$ cat src/rtl/lm07_poll_sched_if.sv
// rtl/lm07_poll_sched_if.sv - start/done/data handshake between poll scheduler and LM07 reader
interface lm07_poll_sched_if;
  logic       rd_start;
  logic       rd_done;
  logic [7:0] rd_data;

  modport master (output rd_start, input rd_done, input rd_data);
  modport slave  (input rd_start, output rd_done, output rd_data);
endinterface

$ cat src/rtl/lm07_poll_sched.sv
// rtl/lm07_poll_sched.sv - periodic LM07 poll scheduler with timeout supervision,
// min/max tracking and a hysteresis over-temperature alarm
module lm07_poll_sched #(
  parameter int unsigned       PERIOD_CYC  = 1000,
  parameter int unsigned       TIMEOUT_CYC = 200,
  parameter int unsigned       CW          = 16,
  parameter logic signed [7:0] T_HIGH      = 8'sd50,
  parameter logic signed [7:0] T_HYST      = 8'sd5
) (
  input  logic              SYSCLK,
  input  logic              RST,
  input  logic              enable,
  input  logic              clr_minmax,
  lm07_poll_sched_if.master rd,
  output logic [7:0]        temp,
  output logic              temp_valid,
  output logic [7:0]        temp_min,
  output logic [7:0]        temp_max,
  output logic              minmax_valid,
  output logic              alarm,
  output logic              timeout_err,
  output logic [7:0]        err_cnt,
  output logic              busy
);

  typedef enum logic [2:0] {IDLE, START, WAIT_DONE, UPDATE, WAIT_PERIOD} state_t;

  localparam logic [CW-1:0]     PER_LAST = CW'(PERIOD_CYC - 1);
  localparam logic [CW-1:0]     TO_LAST  = CW'(TIMEOUT_CYC - 1);
  localparam logic signed [8:0] T_SET    = {T_HIGH[7], T_HIGH};
  localparam logic signed [8:0] T_CLR    = T_SET - {T_HYST[7], T_HYST};

  state_t          state_q, state_d;
  logic [CW-1:0]   per_q, per_d;
  logic [CW-1:0]   to_q, to_d;
  logic [7:0]      cap_q, cap_d;
  logic [7:0]      temp_q, temp_d;
  logic [7:0]      min_q, min_d;
  logic [7:0]      max_q, max_d;
  logic            mmv_q, mmv_d;
  logic            alarm_q, alarm_d;
  logic            terr_q, terr_d;
  logic [7:0]      ecnt_q, ecnt_d;
  logic signed [8:0] smp;

  always_comb begin
    state_d = state_q;
    per_d   = per_q;
    to_d    = to_q;
    cap_d   = cap_q;
    temp_d  = temp_q;
    min_d   = min_q;
    max_d   = max_q;
    mmv_d   = mmv_q;
    alarm_d = alarm_q;
    terr_d  = terr_q;
    ecnt_d  = ecnt_q;
    smp     = {cap_q[7], cap_q};

    if (state_q != IDLE && per_q != PER_LAST) per_d = per_q + CW'(1);
    if (clr_minmax) mmv_d = 1'b0;

    unique case (state_q)
      IDLE: begin
        if (enable) state_d = START;
      end
      START: begin
        to_d    = '0;
        state_d = WAIT_DONE;
      end
      WAIT_DONE: begin
        if (rd.rd_done) begin
          cap_d   = rd.rd_data;
          state_d = UPDATE;
        end else if (to_q == TO_LAST) begin
          terr_d  = 1'b1;
          if (ecnt_q != 8'hFF) ecnt_d = ecnt_q + 8'd1;
          state_d = WAIT_PERIOD;
        end else begin
          to_d = to_q + CW'(1);
        end
      end
      UPDATE: begin
        temp_d = cap_q;
        terr_d = 1'b0;
        if (!mmv_q || clr_minmax) begin
          min_d = cap_q;
          max_d = cap_q;
        end else begin
          if ($signed(cap_q) < $signed(min_q)) min_d = cap_q;
          if ($signed(cap_q) > $signed(max_q)) max_d = cap_q;
        end
        mmv_d = 1'b1;
        if (smp > T_SET)      alarm_d = 1'b1;
        else if (smp < T_CLR) alarm_d = 1'b0;
        state_d = WAIT_PERIOD;
      end
      WAIT_PERIOD: begin
        if (!enable)              state_d = IDLE;
        else if (per_q == PER_LAST) state_d = START;
      end
      default: state_d = IDLE;
    endcase

    // The counter holds 0 during START itself, so starts land exactly PERIOD_CYC apart.
    if (state_d == START) per_d = '0;
  end

  always_ff @(posedge SYSCLK) begin
    if (RST) begin
      state_q <= IDLE;
      per_q   <= '0;
      to_q    <= '0;
      cap_q   <= '0;
      temp_q  <= '0;
      min_q   <= '0;
      max_q   <= '0;
      mmv_q   <= 1'b0;
      alarm_q <= 1'b0;
      terr_q  <= 1'b0;
      ecnt_q  <= '0;
    end else begin
      state_q <= state_d;
      per_q   <= per_d;
      to_q    <= to_d;
      cap_q   <= cap_d;
      temp_q  <= temp_d;
      min_q   <= min_d;
      max_q   <= max_d;
      mmv_q   <= mmv_d;
      alarm_q <= alarm_d;
      terr_q  <= terr_d;
      ecnt_q  <= ecnt_d;
    end
  end

  assign rd.rd_start   = (state_q == START);
  assign temp_valid    = (state_q == UPDATE);
  assign busy          = (state_q == START) || (state_q == WAIT_DONE) || (state_q == UPDATE);
  assign temp          = temp_q;
  assign temp_min      = min_q;
  assign temp_max      = max_q;
  assign minmax_valid  = mmv_q;
  assign alarm         = alarm_q;
  assign timeout_err   = terr_q;
  assign err_cnt       = ecnt_q;

endmodule
$ cat src/flat_wrapper.sv
// flat-port wrapper written by rule: the top's interface ports become plain ports
module lm07_poll_sched_flat 
#(
  parameter int unsigned       PERIOD_CYC  = 1000,
  parameter int unsigned       TIMEOUT_CYC = 200,
  parameter int unsigned       CW          = 16,
  parameter logic signed [7:0] T_HIGH      = 8'sd50,
  parameter logic signed [7:0] T_HYST      = 8'sd5
)
  (SYSCLK, RST, enable, clr_minmax, temp, temp_valid, temp_min, temp_max, minmax_valid, alarm, timeout_err, err_cnt, busy, rd_rd_start, rd_rd_done, rd_rd_data);
  lm07_poll_sched_if rd_i ();
  input  logic SYSCLK;
  input  logic RST;
  input  logic enable;
  input  logic clr_minmax;
  output logic [7:0] temp;
  output logic temp_valid;
  output logic [7:0] temp_min;
  output logic [7:0] temp_max;
  output logic minmax_valid;
  output logic alarm;
  output logic timeout_err;
  output logic [7:0] err_cnt;
  output logic busy;
  output wire logic [$bits(rd_i.rd_start)-1:0] rd_rd_start;
  input wire logic [$bits(rd_i.rd_done)-1:0] rd_rd_done;
  input wire logic [$bits(rd_i.rd_data)-1:0] rd_rd_data;
  assign rd_rd_start = rd_i.rd_start;
  assign rd_i.rd_done = rd_rd_done;
  assign rd_i.rd_data = rd_rd_data;
  lm07_poll_sched #(.PERIOD_CYC(PERIOD_CYC), .TIMEOUT_CYC(TIMEOUT_CYC), .CW(CW), .T_HIGH(T_HIGH), .T_HYST(T_HYST)) u_core (.SYSCLK(SYSCLK), .RST(RST), .enable(enable), .clr_minmax(clr_minmax), .rd(rd_i), .temp(temp), .temp_valid(temp_valid), .temp_min(temp_min), .temp_max(temp_max), .minmax_valid(minmax_valid), .alarm(alarm), .timeout_err(timeout_err), .err_cnt(err_cnt), .busy(busy));
endmodule
$ cat config.mk
export PLATFORM = sky130hd
export DESIGN_NAME = lm07_poll_sched_flat
export DESIGN_NICKNAME = d
export VERILOG_FILES = /design/src/rtl/lm07_poll_sched_if.sv /design/src/rtl/lm07_poll_sched.sv /design/src/flat_wrapper.sv
export SDC_FILE = /design/constraint.sdc
export NUM_CORES = 1
export LEC_CHECK = 0
export CAP_MARGIN = 20
export CORE_ASPECT_RATIO = 1.5
export CORE_MARGIN = 2
export CORE_UTILIZATION = 55
export CTS_CLUSTER_SIZE = 10
export DETAILED_ROUTE_END_ITERATION = 10
export GPL_TIMING_DRIVEN = 0
export PLACE_DENSITY = 0.89
export RECOVER_POWER = 100
export SYNTH_ARGS = -nofsm -noshare
export SYNTH_HDL_FRONTEND = slang
export SYNTH_SLANG_ARGS = --single-unit
$ cat constraint.sdc
create_clock -name SYSCLK -period 2.5 [get_ports SYSCLK]
set_input_delay 0.5 -clock SYSCLK [delete_from_list [all_inputs] [get_ports SYSCLK]]
set_output_delay 0.5 -clock SYSCLK [all_outputs]
set_load 0.02 [all_outputs]
==> results by group, run 1 <==
Outcome
  • Status: finished, final reports clean

Clock network
  • # clock sinks: 78
  • H-tree level count: 3
  • Total CTS buffers: 9
  • Worst skew pair latency: 0.36 ns
  • CTS tree: built
  • Bufs on Longest Clock Path: 2
  • Post-CTS setup buffers: 0
  • Worst-path clk slew: approximately 0.090 ns
  • CTS root buf: clkbuf_8

Worst setup path
  • Reg2Reg Setup Slack: about 0.19 ns
  • CP Data Required Time: 2.00 ns
  • Worst EP arrival: around 2 ns
  • R2R Path End: u_core.temp_max[1]
  • Crit Path Max Fanout: 9
  • RR Startpoint: u_core.temp_max[7]
  • Worst Setup End Kind: primary output
  • Crit Path Class: reg -> out
  • R2R depth: 7
  • Worst setup SP type: flip-flop

Detailed routing
  • Vias per cell: 5.92
  • Final WL: 9.48 mm
  • Average wire per standard cell: 15.9 um
  • Via count: around 3500
  • Final ANT Viol Nets: 0
  • Drc violations: 0
  • DRT Pass-1 Iters: 5
  • Initial DRC Count: 305

Synthesis
  • Avg Inst Size Synth: roughly 8.7 um^2
  • Seq cells post-synth: between 70 and 80
  • Yosys warnings: 0
  • Seq/Total Area, Yosys: 39.8%
  • Fraction of registers with async set/reset: 0%
  • Mapped cell area: 3920 um^2
  • Synth cell types: 57
  • Post-synth EDFFs: 0
  • Post-Syn Instances: 452
  • Main synth FF type: dfxtp_1
  • Syn nets: around 480

Pwr
  • P_int: between 0.0015 and 0.002 W
  • Switching Power: between 0.0006 and 0.0007 W
  • PD cells: around 540 nW/um^2
  • Sequential share of power: between 40% and 50%
  • Switch share: ~25%
  • Leak Pwr: between 1.5 and 2 nW
  • Comb pwr share: under 10%
  • Clock share of power: between 40% and 50%
  • Peak VDD IR: around 0.37 mV

Cells and area
  • Final net count: 543
  • Seq. cell area: about 1600 um^2
  • Layout cells sized above 1: 6.58%
  • Ant. Diodes: 0
  • Area of the multi-input gates: ~2200 um^2
  • Final core utilization: between 60% and 70%
  • Filler cell count: 529
  • P&R area growth vs syn: 21.4%

Timing
  • RSZ-0062 raised after global routing: false
  • Actual slew at the worst max-slew pin: 0.751 ns
  • Final hold slack: approximately 0.47 ns
  • Clk_skew: about 0.014 ns
  • Part of the cycle the worst path needs: between 90 and 100%
  • Slew HR: between 40 and 50%
  • Fmax: between 400 and 500 MHz
  • Slew Viols, Final: 0
  • Post-layout min period: between 2 and 2.5 ns
  • Final hold viol count: 0
  • Setup-failing EPs final: 0

Floorplanning
  • Core area: a little under 7000 um^2
  • Row cnt: 37
  • Initial Util: about 57%
  • Ports: 51
  • Die W: approximately 73 um
  • Full die area: around 8000 um^2
  • Die height: 107 um

Worst hold path
  • Hold Path Depth: 2
  • Min-Delay Path Class: reg -> reg
  • Hold Path Origin: u_core.temp[0]
  • WHS Endpoint: u_core.temp[0]

Place
  • Hpwl dp: roughly 6.9 mm
  • PortBufs: 50
  • Routability cong.: a little over 0.9

Global routing
  • Number of global-route vias before repair: ~3500
  • Initial antenna violation count: 0
  • First-pass GRT wire length: 15.8 mm
  • GRT overflow: 0
  • Largest net degree at the start of global routing: 15
  • All-Layer GR Usage: roughly 26%

Run
  • Max-cap viol count: 0
[layer usage]
layer  GRT usage (%)  vias up  share of wire, %
li1                -     1710                 -
met1            27.7     1662                39
met2            46.1      115                53
met3            3.75       37               3.3
met4            14.6        0               4.1
met5               0        -                 0
[power groups by stage]
| stage | Combinational, W | Clock, W | Sequential (W) |
|---|---|---|---|
| 2_1_floorplan | 0.000150 | 0 | 0.00129 |
| 3_3_place_gp | 0.000218 | 0 | 0.00130 |
| 3_5_place_dp | 0.000224 | 0 | 0.00130 |
| 4_1_cts | 0.000230 | 0.00109 | 0.00127 |
| 5_1_grt | 0.000252 | 0.00114 | 0.00127 |
| 6_report | 0.000230 | 0.00109 | 0.00127 |
[metrics by stage]
step	power [W]	std cells	setup WS [ns]	TNS, ns	cell area [um^2]
floorplan	0.00144	452	0.280	0	3920
global placement	0.00151	580	-0.244	-1.30	4520
detailed placement	0.00152	580	-0.255	-1.63	4520
CTS	0.00259	595	0.0661	0	4760
global route	0.00266	595	0.0144	0	4760
finish	0.00258	595	0.0458	0	4760
[Yosys cell counts, drive strengths merged, types with 5 or more instances]
cell | n | area (um^2)
a21oi | 27 | 146
and3 | 6 | 37.5
and4 | 6 | 52.6
clkbuf | 12 | 45.0
dfxtp | 78 | 1560
ha | 18 | 225
inv | 23 | 86.3
mux2i | 19 | 190
nand2 | 53 | 199
nand2b | 29 | 181
nand3 | 17 | 85.1
nand4 | 6 | 52.6
nor2 | 42 | 158
nor3 | 8 | 45.0
nor4 | 11 | 98.8
o211ai | 6 | 45.0
o21ai | 9 | 48.8
or4 | 5 | 41.3
xnor2 | 10 | 87.6
xor2 | 13 | 114
[state kept, by name, indices dropped and copies added (netlist names)]
name and flops:
u_core.per_q 16, u_core.to_q 16, u_core.cap_q 8, u_core.err_cnt 8, u_core.temp 8, u_core.temp_max 8, u_core.temp_min 8, u_core.state_q 3
u_core.alarm 1, u_core.minmax_valid 1, u_core.timeout_err 1
[layout by cell type (no fill, tap or decap), types with 7 or more instances in the layout]
cell type,count
clkdlybuf4s50_1,12
clkbuf_8,10
nor2_1,42
o21ai_0,7
ha_1,18
nor3_1,7
clkbuf_1,11
mux2i_1,19
a21oi_1,26
dfxtp_1,78
xnor2_1,10
nor4_1,9
inv_1,22
nand3_1,17
nand2_1,53
xor2_1,13
dlygate4sd3_1,37
nand2b_1,29
[cell families after synthesis]
group           count (synthesis)  share of synthesized area, %
simple gates                  201                          27.5
flops                          78                          39.8
compound gates                 73                          12.8
buf+inv                        39                          3.83
xor+xnor                       23                          5.14
mux                            20                          5.14
fa+ha+maj                      18                          5.75
[worst max path at each step]
stage,start,end,depth (start not counted),slack [ns]
final,u_core.state_q[1],rd_rd_start,4,0.05
after global routing,u_core.state_q[1],rd_rd_start,4,0.01
after CTS,u_core.state_q[1],rd_rd_start,4,0.07
after detailed placement,rd_rd_done,u_core.to_q[11],6,-0.25
after global placement,rd_rd_done,u_core.to_q[11],6,-0.24
after floorplan,u_core.temp_max[7],u_core.temp_max[0],7,0.28
[cell type report]
type | instances | area share (%)
multi-input cells | 335 | 46.6
flip-flops and latches | 78 | 32.8
clock inverters | 6 | 1.97
well taps | 78 | 2.05
inverters | 23 | 1.89
repair buffers | 50 | 10.5
clock buffers | 10 | 2.89
plain buffers | 15 | 1.29
[critical path: stages (launching register included)]
cell and delay [ns]:
dfxtp_1 0.30, buf_2 0.15, nand2b_1 0.21, nor2_1 0.26
clkdlybuf4s50_1 0.67
[repair_timing]
item / 4_1_cts / 5_1_grt
endpoints found under the setup margin: 9 / 0
hold endpoints to repair: 0 / 0
gates resized for setup: 4 / 0
hold buffers: 0 / 0
Power figures use the tool's default switching activity.
==> inputs of run 2 (changes only) <==
--- a/config.mk
+++ b/config.mk
@@ -8,12 +8,14 @@
 export CAP_MARGIN = 20
 export CORE_ASPECT_RATIO = 1.5
 export CORE_MARGIN = 2
-export CORE_UTILIZATION = 55
+export CORE_UTILIZATION = 63
 export CTS_CLUSTER_SIZE = 10
 export DETAILED_ROUTE_END_ITERATION = 10
+export DONT_BUFFER_PORTS = 1
 export GPL_TIMING_DRIVEN = 0
-export PLACE_DENSITY = 0.89
+export PLACE_DENSITY = 0.88
 export RECOVER_POWER = 100
+export SKIP_LAST_GASP = 1
 export SYNTH_ARGS = -nofsm -noshare
 export SYNTH_HDL_FRONTEND = slang
 export SYNTH_SLANG_ARGS = --single-unit
==> run 2 against run 1 <==
Against the previous run:
- cell count shrank 8.4%
- wire length shrank 1.6%
- largest cell class unchanged
- sequential power is essentially flat
- worst setup slack gained 0.075 ns
- clock power shrank 11%
- die area shrank 12%
==> results by group, run 2 (synthesis results as in run 1) <==
Detailed routing
  • Final ANT Viol Nets: 0 (unchanged)
  • DRT Pass-1 Iters: 4 (-1)
  • Initial DRC Count: 248 (-19%)
  • Drc violations: 0 (unchanged)
  • Average wire per standard cell: 17.1 um (+7.5%)
  • Final WL: 9.33 mm (-1.6%)
  • Via count: 3393 (-3.7%)
  • Vias per cell: 6.23 (+5.1%)

Worst setup path
  • Crit Path Class: reg -> reg
  • Crit Path Max Fanout: 3 (-6)
  • Worst EP arrival: 2.66 ns (+0.71 ns)
  • Worst Setup End Kind: flip-flop
  • Worst setup SP type: flip-flop
  • CP Data Required Time: 2.78 ns (+0.78 ns)

Clock network
  • H-tree level count: 3 (unchanged)
  • # clock sinks: 78 (unchanged)
  • CTS tree: built
  • Worst skew pair latency: 0.36 ns (about the same)
  • CTS root buf: clkbuf_8
  • Worst-path clk slew: 0.09 ns (about the same)
  • Bufs on Longest Clock Path: 2 (unchanged)
  • Total CTS buffers: 9 (unchanged)

Cells and area
  • Area of the multi-input gates: 2210 um^2 (-0.11%)
  • Seq. cell area: 1570 um^2 (+0.24%)
  • Largest registers: u_core.per_q: 16 flops, u_core.to_q: 16 flops
  • Commonest cells after routing, fill and taps aside: dfxtp_1, nand2_1, nor2_1
  • Final core utilization: 69.8% (+0.82 points)
  • Final net count: 497 (-8.5%)
  • Finished Layout Cells: 545 (-8.4%)
  • Ant. Diodes: 0 (unchanged)
  • Filler cell count: 453 (-14%)
  • Commonest non-fill, non-tap cell in the layout: dfxtp_1
  • Layout cells sized above 1: 7.86% (+1.3 points)
  • P&R area growth vs syn: 8.37%

Timing
  • Fmax: 420 MHz (+3.1%)
  • Setup-failing EPs final: 0 (unchanged)
  • Slew HR: 51.1% (+1.7 points)
  • TNS Setup: 0 ns (unchanged)
  • Clk_skew: 0.00902 ns (-0.00493 ns)
  • Post-layout min period: 2.38 ns (-0.0747 ns)
  • Actual slew at the worst max-slew pin: 0.726 ns (-0.0253 ns)
  • Final hold slack: 0.271 ns (-0.195 ns)
  • Part of the cycle the worst path needs: 95.2% (-3.0 points)
  • RSZ-0062 raised after global routing: false
  • Slew Viols, Final: 0 (unchanged)
  • Final hold viol count: 0 (unchanged)

Place
  • Routability cong.: 0.871 (-6.1%)
  • PortBufs: 0 (-100%)
  • Post-placement cell count: 526 (-9.3%)
  • Hpwl dp: 6.52 mm (-5.9%)

Global routing
  • All-Layer GR Usage: 28.6% (+3.0 points)
  • Number of global-route vias before repair: 3275 (-6.5%)
  • GRT overflow: 0 (unchanged)
  • Initial antenna violation count: 0 (unchanged)
  • Largest net degree at the start of global routing: 16 (+1)
  • First-pass GRT wire length: 14.9 mm (-5.6%)

Pwr
  • Clock share of power: 39.8% (-2.2 points)
  • Leak Pwr: 1.53 nW (-16%)
  • Total power: 0.00245 W (-5.3%)
  • Switching Power: 0.000649 W (+1.2%)
  • Sequential share of power: 51.9% (+2.8 points)
  • PD cells: 576 nW/um^2 (+6.0%)
  • Comb pwr share: 8.3% (-0.6 points)
  • Peak VDD IR: 0.328 mV (-11%)
  • P_int: 0.00180 W (-7.5%)
  • Switch share: 26.5% (+1.7 points)

Outcome
  • Status: finished, final reports clean

Floorplanning
  • Row cnt: 35 (-5.4%)
  • Ports: 51 (unchanged)
  • Full die area: 6880 um^2 (-12%)
  • Core area: 6090 um^2 (-12%)
  • Die height: 101 um (-6.3%)
  • Initial Util: 64.4% (+7.6 points)
  • Die W: 68.4 um (-6.2%)

Run
  • Max-cap viol count: 0 (unchanged)

Worst hold path
  • Min-Delay Path Class: in -> reg
-- run 2: final timing paths --
check / from / depth (start not counted) / end / slack (ns)
setup reg to reg: u_core.temp_max[4] / 8 / u_core.temp_max[0] / 0.12
setup / recovery: u_core.temp_max[4] / 8 / u_core.temp_max[0] / 0.12
hold / removal: rd_rd_data[6] / 2 / u_core.cap_q[6] / 0.27
hold reg to reg: u_core.to_q[1] / 2 / u_core.to_q[1] / 0.49
-- run 2: area by class of cell --
cell class	count	area share, %
clock inverters	7	1.94
multi-input cells	335	52.1
flip-flops and latches	78	36.9
well taps	74	2.18
inverters	23	2.03
clock buffers	9	2.92
repair buffers	3	0.471
plain buffers	16	1.50
-- run 2: repair_timing --
action,4_1_cts,5_1_grt
pin swaps,1,0
endpoints found under the setup margin,8,8
hold buffers,0,0
setup buffers,3,0
gates resized for setup,1,5
-- run 2: stage by stage --
stage / setup slack [ns] / instance area, um^2
6_report: 0.120 / 4250
5_1_grt: 0.0176 / 4250
4_1_cts: 0.0133 / 4250
3_5_place_dp: -0.228 / 4010
3_3_place_gp: -0.0995 / 4010
2_1_floorplan: 0.280 / 3920
-- run 2: power groups by stage --
stage / registers [W] / logic (W) / clock network, W
floorplan: 0.00129 / 0.000150 / 0
global placement: 0.00130 / 0.000183 / 0
detailed placement: 0.00130 / 0.000189 / 0
CTS: 0.00127 / 0.000200 / 0.000990
global route: 0.00127 / 0.000220 / 0.00102
finish: 0.00127 / 0.000202 / 0.000974
-- run 2: metal layers --
metal / GRT usage, % / vias up / share of wire (%)
met5: 0 / - / 0
met1: 27.6 / 1602 / 36
met3: 9.83 / 39 / 7.3
met4: 17.7 / 0 / 5.0
met2: 49.9 / 136 / 52
li1: - / 1616 / -
-- run 2: critical path, stage by stage (launching register included) --
cell      delay (ns)
dfxtp_1         0.50
inv_1           0.08
ha_1            0.29
and4_1          0.28
nand3_1         0.17
o21bai_1        0.22
a221oi_4        0.35
clkbuf_4        0.21
mux2i_1         0.21
